**src/rtl/mult_iter.sv**
```systemverilog
// Iterative digit-serial multiplier: consumes DIGIT multiplier bits per cycle,
// stopping early once the remaining multiplier bits are all zero.
module mult_iter #(
  parameter int WIDTH = 32,
  parameter int DIGIT = 8
) (
  input  logic             clk,
  input  logic             rst_n,
  input  logic             valid_in,
  output logic             ready_out,
  input  logic             sign,
  input  logic [WIDTH-1:0] src_a,
  input  logic [WIDTH-1:0] src_b,
  input  logic             flush,
  output logic             valid_out,
  input  logic             ready_in,
  output logic [WIDTH-1:0] hi,
  output logic [WIDTH-1:0] lo
);

  localparam int N  = WIDTH / DIGIT;
  localparam int CW = $clog2(N + 1);
  localparam int PW = 2 * WIDTH;
  localparam logic [WIDTH-1:0] ONE_W = WIDTH'(1);
  localparam logic [PW-1:0]    ONE_P = PW'(1);

  typedef enum logic [1:0] {IDLE, RUN, DONE} state_t;

  state_t            state_q, state_d;
  logic [WIDTH-1:0]  mp_q, mp_d;
  logic [PW-1:0]     mc_q, mc_d;
  logic [PW-1:0]     acc_q, acc_d;
  logic [CW-1:0]     count_q, count_d;
  logic              neg_q, neg_d;
  logic [WIDTH-1:0]  hi_q, hi_d;
  logic [WIDTH-1:0]  lo_q, lo_d;

  logic [PW-1:0]     dig_ext;
  logic [PW-1:0]     prod;
  logic [PW-1:0]     acc_nx;
  logic [PW-1:0]     res;
  logic [WIDTH-1:0]  mp_sh;
  logic [CW-1:0]     cnt_nx;

  // Magnitude as an unsigned quantity; the most-negative value maps to 2^(WIDTH-1).
  function automatic logic [WIDTH-1:0] mag(input logic [WIDTH-1:0] x, input logic s);
    return (s && x[WIDTH-1]) ? (~x + ONE_W) : x;
  endfunction

  assign dig_ext = PW'(mp_q[DIGIT-1:0]);
  assign prod    = dig_ext * mc_q;
  assign acc_nx  = acc_q + prod;
  assign res     = neg_q ? (~acc_nx + ONE_P) : acc_nx;
  assign mp_sh   = mp_q >> DIGIT;
  assign cnt_nx  = count_q + CW'(1);

  always_comb begin
    state_d = state_q;
    mp_d    = mp_q;
    mc_d    = mc_q;
    acc_d   = acc_q;
    count_d = count_q;
    neg_d   = neg_q;
    hi_d    = hi_q;
    lo_d    = lo_q;
    if (flush) begin
      state_d = IDLE;
    end else begin
      case (state_q)
        IDLE: begin
          if (valid_in) begin
            state_d = RUN;
            mp_d    = mag(src_a, sign);
            mc_d    = PW'(mag(src_b, sign));
            acc_d   = '0;
            count_d = '0;
            neg_d   = sign & (src_a[WIDTH-1] ^ src_b[WIDTH-1]);
          end
        end
        RUN: begin
          acc_d   = acc_nx;
          mp_d    = mp_sh;
          mc_d    = mc_q << DIGIT;
          count_d = cnt_nx;
          // Nothing left to add once the remaining multiplier bits are zero.
          if (mp_sh == '0 || cnt_nx == CW'(N)) begin
            state_d = DONE;
            hi_d    = res[PW-1:WIDTH];
            lo_d    = res[WIDTH-1:0];
          end
        end
        DONE: begin
          if (ready_in) state_d = IDLE;
        end
        default: state_d = IDLE;
      endcase
    end
  end

  always_ff @(posedge clk or negedge rst_n) begin
    if (!rst_n) begin
      state_q <= IDLE;
      mp_q    <= '0;
      mc_q    <= '0;
      acc_q   <= '0;
      count_q <= '0;
      neg_q   <= 1'b0;
      hi_q    <= '0;
      lo_q    <= '0;
    end else begin
      state_q <= state_d;
      mp_q    <= mp_d;
      mc_q    <= mc_d;
      acc_q   <= acc_d;
      count_q <= count_d;
      neg_q   <= neg_d;
      hi_q    <= hi_d;
      lo_q    <= lo_d;
    end
  end

  assign ready_out = (state_q == IDLE);
  assign valid_out = (state_q == DONE);
  assign hi        = hi_q;
  assign lo        = lo_q;

endmodule

```
**config.mk**
```make
export PLATFORM = sky130hd
export DESIGN_NAME = mult_iter
export DESIGN_NICKNAME = d
export VERILOG_FILES = /design/src/rtl/mult_iter.sv
export SDC_FILE = /design/constraint.sdc
export NUM_CORES = 2
export LEC_CHECK = 0
export ABC_AREA = 1
export CORE_AREA = 2 2 306 308
export CTS_BUF_LIST = sky130_fd_sc_hd__clkbuf_8
export DETAILED_ROUTE_END_ITERATION = 10
export DIE_AREA = 0 0 308 310
export GPL_TIMING_DRIVEN = 0
export PLACE_DENSITY = 0.58
export SETUP_SLACK_MARGIN = 0.3
export SLEW_MARGIN = 20
export SYNTH_ARGS = -nofsm -noshare
export SYNTH_HDL_FRONTEND = slang
export SYNTH_SLANG_ARGS = --single-unit
```
**constraint.sdc**
```tcl
create_clock -name clk -period 6.6 [get_ports clk]
set_clock_uncertainty 0.15 [all_clocks]
set_input_delay 0.99 -clock clk [delete_from_list [all_inputs] [get_ports clk]]
set_output_delay 0.99 -clock clk [all_outputs]
set_load 0.01 [all_outputs]
```
==> summary.txt <==
Ratio of final minimum period to clock period - 92.0%
Max Cap Viol - 0
Crit path max fanout - 10
Die outline height - 310 µm
Row Count - 112
Clk Latency, worst-skew pair - 0.65 ns
Wirelength per Cell - 18.8 µm
Die width - 308 µm
CTS H-Tree Depth - 2
TritonCTS clock tree - done
Grt ovf - 0
Critical Path Most Common Cell - nand2_1
Initial DRC count - 2453
Delay of the slowest critical-path stage - 0.52 ns
# nets final - 5463
Clk sinks - 230
Hold buffer count at CTS - 0
Fmax - 165 MHz
Initial antenna violation count - 2
Worst min-delay path class - in -> async
Total CTS buffers - 45
Crit start category - register
Critical path required time - 7.02 ns
Post-Syn Instances - 4715
Max-slew violation count - 0
Routed wire length - 115000 µm
Synth unique cells - 48
Total GRT Usage - 24.6%
CP Class - reg -> reg
Share of the yosys chip area belonging to registers - 18.0%
Min Tclk post-route - 6.07 ns
Fin worst setup slack - 0.529 ns
Clk buf depth - 3
Layout cells sized above 1 - 9.46%
Clock slew at reported path FFs - 0.06 ns
Status - complete, no violations
Total Die Area - 0.0955 mm²
Mapped cell area - 0.0319 mm²
Io pins - 136
Core outline area - 0.0925 mm²
DR vias - 29700
Crit path DAT - 6.49 ns
Final Hold Fails - 0
Final setup viols - 0
Post-DP HPWL - 95400 µm
GPL Wtd Cong - 0.962
Post-route ant nets - 0
RSZ-0062 raised after global routing - yes
Worst Setup End Kind - register
IO buf count - 135
Syn-to-layout area delta - 16.2%
Syn Area/Cell - 6.77 µm²
Register-to-Register Setup Slack - 0.53 ns
Yosys reg bits - 230
Largest net degree at the start of global routing - 74
CTS root buffer - clkbuf_8
Vias in the first global route - 30000
Worst-Margin Slew - 1.16 ns
Initial Utilization - 34.5%
Synthesized Nets - 5273
First-pass GRT wire length - 177000 µm
Post-route DRC violation count - 0
DR vias/cell - 4.84
Detailed Routing Iterations Pass 1 - 6
Post-place setup slack - -1.43 ns
Synth Warn # - 0
Worst path slowest cell - fa_1
Worst slew margin - 22.3%
-- logic make-up (layout without fill, tap and decap cells) --
kind of cell	after synthesis	after routing	share of synthesized area (%)
AO/OA/AOI/OAI	401	401	7.18
XOR/XNOR	73	73	2.00
adder cells (fa/ha/maj)	488	488	28.8
buffers and inverters	1444	1666	17.0
flip-flops	230	230	18.0
other	0	3	0
AND/OR/NAND/NOR	2079	2079	27.0
-- flip-flops by register name, summed over array words and instances, names as in the netlist --
name and cells:
mp_q 32, hi 32, mc_q 64, state_q 2
count_q 3, lo 32, neg_q 1, acc_q 64
-- final timing paths --
path / start / endpoint / cells after the start
max: mp_q[6] / hi[27] / 29
min in group clk: hi[12] / hi[12] / 2
max reg2reg: mp_q[6] / hi[27] / 29
min: rst_n / mc_q[7] / 1
max in group asynchronous: rst_n / hi[22] / 3
min reg2reg: hi[12] / hi[12] / 2
-- through the flow --
| stage | setup TNS (ns) | hold WS, ns | instance area (µm²) | utilization [%] | cells |
|---|---|---|---|---|---|
| after floorplan | 0 | 0.303 | 31900 | - | 4715 |
| after global placement | -1520.60 | 0.319 | 34800 | 37.6 | 6047 |
| after detailed placement | -63.31 | 0.317 | 34900 | 37.7 | 6050 |
| after CTS | 0 | 0.101 | 36100 | 39.0 | 6129 |
| after global routing | 0 | 0.147 | 37100 | 40.1 | 6135 |
| final | 0 | 0.109 | 37100 | 40.1 | 6137 |
-- area by class of cell --
cell class,count,area (µm²)
Inverter,1264,4740
Clock inverter,29,214
Buffer,180,1080
Timing Repair Buffer,143,1490
Tap cell,1197,1500
Multi-Input combinational cell,3041,21600
Sequential cell,230,5760
Antenna cell,3,7.51
Fill cell,9892,55400
Clock buffer,50,688
-- synthesized netlist by cell type (all sizes together) --
library cell / count / area, µm²
clkinv: 4 / 15.0
o41ai: 1 / 8.76
nor4: 6 / 37.5
xor2: 46 / 403
nor3: 37 / 210
o221ai: 3 / 26.3
nand3: 188 / 1020
nor2: 251 / 1060
o22ai: 85 / 532
dfrtp: 230 / 5760
o211ai: 26 / 195
o31ai: 7 / 52.6
nand4: 38 / 238
nand3b: 9 / 67.6
or2: 8 / 50.1
xnor2: 27 / 236
a22o: 1 / 8.76
fa: 410 / 8210
o21bai: 2 / 26.3
a211oi: 1 / 7.51
nand2: 1535 / 5910
buf: 41 / 164
a22oi: 6 / 45.0
a31oi: 2 / 12.5
clkbuf: 139 / 522
ha: 78 / 976
inv: 1260 / 4730
a21oi: 100 / 512
o32ai: 1 / 8.76
nor4b: 1 / 8.76
and2: 6 / 37.5
o21ai: 166 / 857
-- cell usage in the layout (no fill, tap or decap), drive strengths merged, types with 4 or more instances in the layout --
cell type,count
nand2,1535
inv,1276
fa,410
nor2,251
dfrtp,230
nand3,188
clkbuf,176
o21ai,166
clkdlybuf4s50,134
a21oi,100
o22ai,85
ha,78
buf,63
xor2,46
nand4,38
nor3,37
xnor2,27
o211ai,26
clkinv,10
nand3b,9
or2,8
o31ai,7
a22oi,6
and2,6
nor4,6
clkinvlp,4
-- timing repair --
| item | CTS | global route |
|---|---|---|
| pin swaps | 1 | 11 |
| gates cloned | 0 | 0 |
| resized for setup | 144 | 339 |
| setup endpoints to repair | 113 | 41 |
| setup buffers | 0 | 5 |
| endpoints found under the hold margin | 0 | 0 |
-- metal layers --
layer  global-route usage [%]  vias to the layer above  part of all wire, %
met3                     3.61                      175                  6.7
met5                        0                        -                    0
met1                     31.3                    14400                   41
met2                     42.1                      898                   48
li1                         -                    14200                    -
met4                     9.40                        0                  4.4
-- worst max-delay path, delay by kind of cell, from the launching register on --
family / cells / cell delay, ns
flops: 1 / 0.36
fa+ha+maj: 5 / 2.37
buf+inv: 6 / 0.78
simple gates: 18 / 2.34
Power is not shown: default switching activity piles up to over one toggle a cycle in this logic, so the estimate is an artifact.
